`src/rtl/branch_resolve_if.sv`:
```
// rtl/branch_resolve_if.sv - EX-stage branch resolver bus: operands in, redirect handshake out.
// Optional BR_STATS_EN adds the branch/taken statistic counters.
interface branch_resolve_if #(parameter int XLEN = 32);
  logic            ex_valid;
  logic            ex_stall;
  logic [3:0]      ex_br_type;
  logic [XLEN-1:0] ex_pc;
  logic [XLEN-1:0] ex_imm;
  logic [XLEN-1:0] ex_rj;
  logic [XLEN-1:0] ex_rd;
  logic            cmp_ul;
  logic            cmp_sl;
  logic            redirect_ready;
  logic            redirect_valid;
  logic [XLEN-1:0] redirect_pc;
  logic            redirect_ade;
  logic            flush;
  logic            ex_kill;
  logic [XLEN-1:0] link_data;
`ifdef BR_STATS_EN
  logic [31:0]     stat_branches;
  logic [31:0]     stat_taken;
`endif

  modport master (
`ifdef BR_STATS_EN
    input  stat_branches, stat_taken,
`endif
    output ex_valid, ex_stall, ex_br_type, ex_pc, ex_imm, ex_rj, ex_rd,
    output cmp_ul, cmp_sl, redirect_ready,
    input  redirect_valid, redirect_pc, redirect_ade, flush, ex_kill, link_data
  );

  modport slave (
`ifdef BR_STATS_EN
    output stat_branches, stat_taken,
`endif
    input  ex_valid, ex_stall, ex_br_type, ex_pc, ex_imm, ex_rj, ex_rd,
    input  cmp_ul, cmp_sl, redirect_ready,
    output redirect_valid, redirect_pc, redirect_ade, flush, ex_kill, link_data
  );
endinterface

```
`src/rtl/branch_resolve.sv`:
```
// rtl/branch_resolve.sv - LA32R execute-stage branch resolver with registered redirect request.
// Optional feature macro: BR_STATS_EN (saturating branch/taken counters).
module branch_resolve #(
  parameter int XLEN = 32
) (
  input logic             clk,
  input logic             rst,
  branch_resolve_if.slave bus
);
  typedef enum logic {IDLE, PEND} state_t;

  localparam logic [3:0] T_BEQ  = 4'd1;
  localparam logic [3:0] T_BNE  = 4'd2;
  localparam logic [3:0] T_BLT  = 4'd3;
  localparam logic [3:0] T_BGE  = 4'd4;
  localparam logic [3:0] T_BLTU = 4'd5;
  localparam logic [3:0] T_BGEU = 4'd6;
  localparam logic [3:0] T_B    = 4'd7;
  localparam logic [3:0] T_BL   = 4'd8;
  localparam logic [3:0] T_JIRL = 4'd9;

  state_t          state;
  logic            eq;
  logic            taken;
  logic            resolve;
  logic [XLEN-1:0] target;
  logic [XLEN-1:0] target_q;
  logic            ade_q;
  logic            valid_q;

  assign eq = (bus.ex_rj == bus.ex_rd);

  always_comb begin
    taken = 1'b0;
    case (bus.ex_br_type)
      T_BEQ:             taken = eq;
      T_BNE:             taken = ~eq;
      T_BLT:             taken = bus.cmp_sl;
      T_BGE:             taken = ~bus.cmp_sl;
      T_BLTU:            taken = bus.cmp_ul;
      T_BGEU:            taken = ~bus.cmp_ul;
      T_B, T_BL, T_JIRL: taken = 1'b1;
      default:           taken = 1'b0;
    endcase
  end

  assign target  = (bus.ex_br_type == T_JIRL) ? (bus.ex_rj + bus.ex_imm)
                                              : (bus.ex_pc + bus.ex_imm);
  assign resolve = bus.ex_valid & ~bus.ex_stall & taken & (state == IDLE);

  // Wrong-path branches seen while PEND are ignored, even on the accept cycle.
  always_ff @(posedge clk or posedge rst) begin
    if (rst) begin
      state    <= IDLE;
      valid_q  <= 1'b0;
      target_q <= '0;
      ade_q    <= 1'b0;
    end else begin
      case (state)
        IDLE: begin
          if (resolve) begin
            state    <= PEND;
            valid_q  <= 1'b1;
            target_q <= target;
            ade_q    <= |target[1:0];
          end
        end
        PEND: begin
          if (bus.redirect_ready) begin
            state   <= IDLE;
            valid_q <= 1'b0;
          end
        end
        default: begin
          state   <= IDLE;
          valid_q <= 1'b0;
        end
      endcase
    end
  end

  assign bus.redirect_valid = valid_q;
  assign bus.flush          = valid_q;
  assign bus.redirect_pc    = target_q;
  assign bus.redirect_ade   = ade_q;
  assign bus.ex_kill        = (state == PEND) & bus.ex_valid;
  assign bus.link_data      = bus.ex_pc + XLEN'(4);

`ifdef BR_STATS_EN
  logic        is_branch;
  logic        counted;
  logic [31:0] branches_q;
  logic [31:0] taken_q;

  assign is_branch = (bus.ex_br_type >= T_BEQ) && (bus.ex_br_type <= T_JIRL);
  assign counted   = bus.ex_valid & ~bus.ex_stall & is_branch & (state == IDLE);

  always_ff @(posedge clk or posedge rst) begin
    if (rst) begin
      branches_q <= '0;
      taken_q    <= '0;
    end else begin
      if (counted && (branches_q != 32'hFFFF_FFFF)) branches_q <= branches_q + 32'd1;
      if (resolve && (taken_q != 32'hFFFF_FFFF))    taken_q    <= taken_q + 32'd1;
    end
  end

  assign bus.stat_branches = branches_q;
  assign bus.stat_taken    = taken_q;
`endif
endmodule

```
`src/flat_wrapper.sv`:
```
// flat-port wrapper written by rule: the top's interface ports become plain ports
module branch_resolve_flat 
#(
  parameter int XLEN = 32
)
  (clk, rst, bus_ex_valid, bus_ex_stall, bus_ex_br_type, bus_ex_pc, bus_ex_imm, bus_ex_rj, bus_ex_rd, bus_cmp_ul, bus_cmp_sl, bus_redirect_ready, bus_redirect_valid, bus_redirect_pc, bus_redirect_ade, bus_flush, bus_ex_kill, bus_link_data);
  branch_resolve_if #(.XLEN(XLEN)) bus_i ();
  input logic clk;
  input logic rst;
  input wire logic [$bits(bus_i.ex_valid)-1:0] bus_ex_valid;
  input wire logic [$bits(bus_i.ex_stall)-1:0] bus_ex_stall;
  input wire logic [$bits(bus_i.ex_br_type)-1:0] bus_ex_br_type;
  input wire logic [$bits(bus_i.ex_pc)-1:0] bus_ex_pc;
  input wire logic [$bits(bus_i.ex_imm)-1:0] bus_ex_imm;
  input wire logic [$bits(bus_i.ex_rj)-1:0] bus_ex_rj;
  input wire logic [$bits(bus_i.ex_rd)-1:0] bus_ex_rd;
  input wire logic [$bits(bus_i.cmp_ul)-1:0] bus_cmp_ul;
  input wire logic [$bits(bus_i.cmp_sl)-1:0] bus_cmp_sl;
  input wire logic [$bits(bus_i.redirect_ready)-1:0] bus_redirect_ready;
  output wire logic [$bits(bus_i.redirect_valid)-1:0] bus_redirect_valid;
  output wire logic [$bits(bus_i.redirect_pc)-1:0] bus_redirect_pc;
  output wire logic [$bits(bus_i.redirect_ade)-1:0] bus_redirect_ade;
  output wire logic [$bits(bus_i.flush)-1:0] bus_flush;
  output wire logic [$bits(bus_i.ex_kill)-1:0] bus_ex_kill;
  output wire logic [$bits(bus_i.link_data)-1:0] bus_link_data;
  assign bus_i.ex_valid = bus_ex_valid;
  assign bus_i.ex_stall = bus_ex_stall;
  assign bus_i.ex_br_type = bus_ex_br_type;
  assign bus_i.ex_pc = bus_ex_pc;
  assign bus_i.ex_imm = bus_ex_imm;
  assign bus_i.ex_rj = bus_ex_rj;
  assign bus_i.ex_rd = bus_ex_rd;
  assign bus_i.cmp_ul = bus_cmp_ul;
  assign bus_i.cmp_sl = bus_cmp_sl;
  assign bus_i.redirect_ready = bus_redirect_ready;
  assign bus_redirect_valid = bus_i.redirect_valid;
  assign bus_redirect_pc = bus_i.redirect_pc;
  assign bus_redirect_ade = bus_i.redirect_ade;
  assign bus_flush = bus_i.flush;
  assign bus_ex_kill = bus_i.ex_kill;
  assign bus_link_data = bus_i.link_data;
  branch_resolve #(.XLEN(XLEN)) u_core (.clk(clk), .rst(rst), .bus(bus_i));
endmodule
```
`config.mk`:
```
export PLATFORM = sky130hd
export DESIGN_NAME = branch_resolve_flat
export DESIGN_NICKNAME = d
export VERILOG_FILES = /design/src/rtl/branch_resolve_if.sv /design/src/rtl/branch_resolve.sv /design/src/flat_wrapper.sv
export SDC_FILE = /design/constraint.sdc
export NUM_CORES = 1
export LEC_CHECK = 0
export CAP_MARGIN = 15
export CORE_ASPECT_RATIO = 1.25
export CORE_MARGIN = 4
export CORE_UTILIZATION = 46
export DETAILED_ROUTE_END_ITERATION = 10
export HOLD_SLACK_MARGIN = 0.02
export PLACE_DENSITY = 0.89
export SLEW_MARGIN = 25
export SYNTH_ARGS = -nofsm -noshare
export SYNTH_HDL_FRONTEND = slang
export SYNTH_SLANG_ARGS = --single-unit
export TNS_END_PERCENT = 5
```
`constraint.sdc`:
```
create_clock -name clk -period 4.65 [get_ports clk]
set_clock_uncertainty 0.2 [all_clocks]
set_input_delay 0.93 -clock clk [delete_from_list [all_inputs] [get_ports clk]]
set_output_delay 0.93 -clock clk [all_outputs]
set_load 0.05 [all_outputs]
```
==> summary.md <==
| Metric | Value |
|---|---|
| Violation count after the first detailed-route iteration | `283` |
| First-pass detailed-route iteration total | `4` |
| Total wire length after detailed routing | `19100 µm` |
| Pin count of the biggest net entering global routing | `44` |
| CTS sink count | `35` |
| Clock insertion delay at the later pin of the skew report | `0.28 ns` |
| Overall die width | `94.9 µm` |
| Input/output buffers | `206` |
| Global routing usage summed across all routing layers | `0.332` |
| Post-synth EDFFs | `0` |
| Worst path setup slack after routing | `0.0458 ns` |
| Result of the run | `finished clean` |
| Netlist area before placement | `0.00435 mm²` |
| Final count of negative-setup-slack endpoints | `0` |
| # Max-Cap Violations | `0` |
| Kind of end point of the critical path | `register` |
| Placed wire-length estimate after detailed placement | `16100 µm` |
| Count of final max-slew check failures | `0` |
| Required time worst endpoint | `4.67 ns` |
| Number of placed I/O pins | `207` |
| Filler instances | `630` |
| Top cell type's share of synthesized area | `0.201` |
| Root cell of the clock tree | `sky130_fd_sc_hd__clkbuf_16` |
| Via count of the first global-routing pass | `5317` |
| Headroom to the max-slew limit | `0.489` |
| Clock transition time at the flip-flop clock pins of the worst setup and hold paths | `0.06 ns` |
| Cell count after synthesis | `532` |
| Post-synth cell types | `55` |
| Share of final-layout standard cells stronger than drive strength 1 | `0.191` |
| Period minus WS final | `4.60 ns` |
| Power density normalized to cell area | `336 mW/mm²` |
| WHS | `0.280 ns` |
| Maximum count of clock buffers along a single path | `2` |
| Site row count | `39` |
| Number of design rule violations left after detail routing | `0` |
| TritonCTS buffer count | `5` |
| Critical path arrival | `4.62 ns` |
| Synthesized Nets | `707` |
| Crit Path Max Fanout | `21` |
| Total inserted antenna cells | `0` |
| Asr flop ratio synth | `1.00` |
| Pin slew with the least headroom to its limit | `0.767 ns` |
| Post-synthesis sequential element count | `35` |
| Category of the most critical setup path | `in -> reg` |
| Via count | `5174` |
| Post-DRT Antenna Nets | `0` |
| Critical Path Start Type | `primary input` |
| Initial Utilization | `0.474` |
| Die area | `0.0111 mm²` |
| Top cells by area, synth | `sky130_fd_sc_hd__dfrtp_1, sky130_fd_sc_hd__xnor2_1, sky130_fd_sc_hd__ha_1, sky130_fd_sc_hd__mux2_2, sky130_fd_sc_hd__nand2_1` |
| Highest achievable clock rate | `217 MHz` |
| Final Wtd Congestion | `0.993` |
| Share of the cycle needed by the critical path after routing | `0.990` |
| Hold/Removal Path Class | `reg -> reg` |
| Largest area contributor in the netlist | `sky130_fd_sc_hd__dfrtp_1` |
| Final hold violation count | `0` |
| Clock tree from TritonCTS | `yes` |
| Layout Area Growth over Synthesis | `69.2%` |
| Final #Nets | `969` |
| Die Height | `117 µm` |
| Static Leak | `3.05 nW` |
| Worst supply voltage drop on vdd | `0.424 mV` |
| Remaining Overflow, GRT | `0` |
| Mean Syn Cell Area | `8.17 µm²` |
| H-tree Lvls | `2` |
| Total design power | `2.47 mW` |
| Wire length of the first global-routing pass | `27900 µm` |
| Post-placement worst setup slack | `-0.258 ns` |
| Mean number of vias per cell | `5.64` |
| Core ar. | `0.00917 mm²` |
| Sequential fraction of the synthesis area | `0.201` |
| Synthesis warning total | `0` |
| Routed WL per cell | `20.8 µm` |
| RSZ-0062 raised after global routing | `true` |
| Post-synth top flop | `sky130_fd_sc_hd__dfrtp_1` |
| Number of antenna violations at the first check in global routing | `0` |
[critical path, cell delays in order]
cell	delay [ns]
sky130_fd_sc_hd__clkdlybuf4s50_1	0.46
sky130_fd_sc_hd__nor2_2	0.19
sky130_fd_sc_hd__and3_4	0.23
sky130_fd_sc_hd__buf_12	0.17
sky130_fd_sc_hd__mux2_2	0.35
sky130_fd_sc_hd__ha_1	0.30
sky130_fd_sc_hd__a21oi_1	0.20
sky130_fd_sc_hd__nand3_1	0.17
sky130_fd_sc_hd__a2111o_1	0.37
sky130_fd_sc_hd__a21o_1	0.19
sky130_fd_sc_hd__a2111oi_4	0.41
sky130_fd_sc_hd__o41ai_2	0.14
sky130_fd_sc_hd__a2111o_1	0.42
sky130_fd_sc_hd__nand3_1	0.08
[cell usage after synthesis (all sizes together), types with 10 or more instances]
| library cell | number |
|---|---|
| a21o | 10 |
| a21oi | 28 |
| buf | 11 |
| clkbuf | 10 |
| dfrtp | 35 |
| ha | 35 |
| inv | 19 |
| mux2 | 33 |
| nand2 | 68 |
| nand3 | 19 |
| nand4 | 18 |
| nor2 | 27 |
| nor3 | 10 |
| o21ai | 42 |
| xnor2 | 64 |
| xor2 | 21 |
[cell families (layout without fill, tap and decap cells)]
family,Yosys count,in the layout,synth area share
buffers and inverters,40,303,0.0446
XOR/XNOR,85,85,0.171
multiplexers,37,37,0.0947
AO/OA/AOI/OAI,127,127,0.195
AND/OR/NAND/NOR,172,172,0.188
flip-flops,35,35,0.201
adder cells (fa/ha/maj),36,36,0.105
[registers in the layout, summed over array words and instances, names as in the netlist]
register and flops:
u_core.bus.flush 1, u_core.bus.redirect_pc 32, u_core.bus.redirect_ade 1, u_core.state 1
[layer usage]
layer,wire length (µm),vias up,GRT usage,share of wire
met5,0,-,0,0
met4,920,0,0.156,0.048
met3,1340,60,0.0593,0.070
met2,10000,249,0.627,0.53
met1,6790,2415,0.352,0.36
li1,-,2450,-,-
[final cells by class]
type	instances	area (µm²)	share of cell area
clock buffers	5	125	0.0170
clock inverters	3	67.6	0.00919
inverters	19	71.3	0.00970
repair buffers	276	2740	0.373
flip-flops and latches	35	876	0.119
well taps	123	154	0.0209
multi-input cells	457	3320	0.451
[placed cells by master, fill, tap and decap left out, types with 5 or more instances in the layout]
master	count
sky130_fd_sc_hd__a2111o_1	5
sky130_fd_sc_hd__a211oi_1	5
sky130_fd_sc_hd__a21o_1	9
sky130_fd_sc_hd__a21oi_1	24
sky130_fd_sc_hd__and2_1	5
sky130_fd_sc_hd__buf_12	17
sky130_fd_sc_hd__buf_4	76
sky130_fd_sc_hd__clkbuf_16	5
sky130_fd_sc_hd__clkdlybuf4s50_1	183
sky130_fd_sc_hd__dfrtp_1	35
sky130_fd_sc_hd__ha_1	35
sky130_fd_sc_hd__inv_1	19
sky130_fd_sc_hd__mux2_2	33
sky130_fd_sc_hd__nand2_1	68
sky130_fd_sc_hd__nand3_1	19
sky130_fd_sc_hd__nand4_1	18
sky130_fd_sc_hd__nor2_1	26
sky130_fd_sc_hd__nor2b_1	6
sky130_fd_sc_hd__nor3_1	10
sky130_fd_sc_hd__o211ai_1	5
sky130_fd_sc_hd__o21ai_0	40
sky130_fd_sc_hd__xnor2_1	63
sky130_fd_sc_hd__xor2_1	21
[worst paths after layout]
check,to,slack (ns),start,cells past startpoint
worst max-delay path,u_core.bus.redirect_pc[30],0.05,bus_ex_br_type[1],14
worst min-delay path,u_core.bus.redirect_pc[15],0.28,u_core.bus.redirect_pc[15],2
worst max register to register,u_core.bus.redirect_pc[29],2.57,u_core.state,5
worst min register to register,u_core.bus.redirect_pc[15],0.28,u_core.bus.redirect_pc[15],2
max in group asynchronous,u_core.bus.redirect_pc[22],3.06,rst,3
min in group asynchronous,u_core.bus.redirect_ade,0.86,rst,3
[timing repair]
item	in CTS	in global routing
resized for setup	1	8
hold buffers	0	0
endpoints found under the setup margin	1	11
setup buffers	0	0
[per-stage QoR]
stage,TNS [ns],cells,cell area [µm²],utilization
final,0,918,7350,0.802
after global routing,-0.163,918,7350,0.802
after CTS,0,918,7320,0.798
after detailed placement,-1.87,910,7120,0.776
after global placement,-0.419,910,7120,0.776
after floorplan,0,532,4350,-
[power breakdown]
part / switching, mW / internal [mW] / total [mW]
registers: 0.0692 / 0.421 / 0.490
logic: 0.925 / 0.614 / 1.54
clock network: 0.135 / 0.307 / 0.442
total: 1.13 / 1.34 / 2.47
Note: power is estimated with default switching activity, not from simulation.
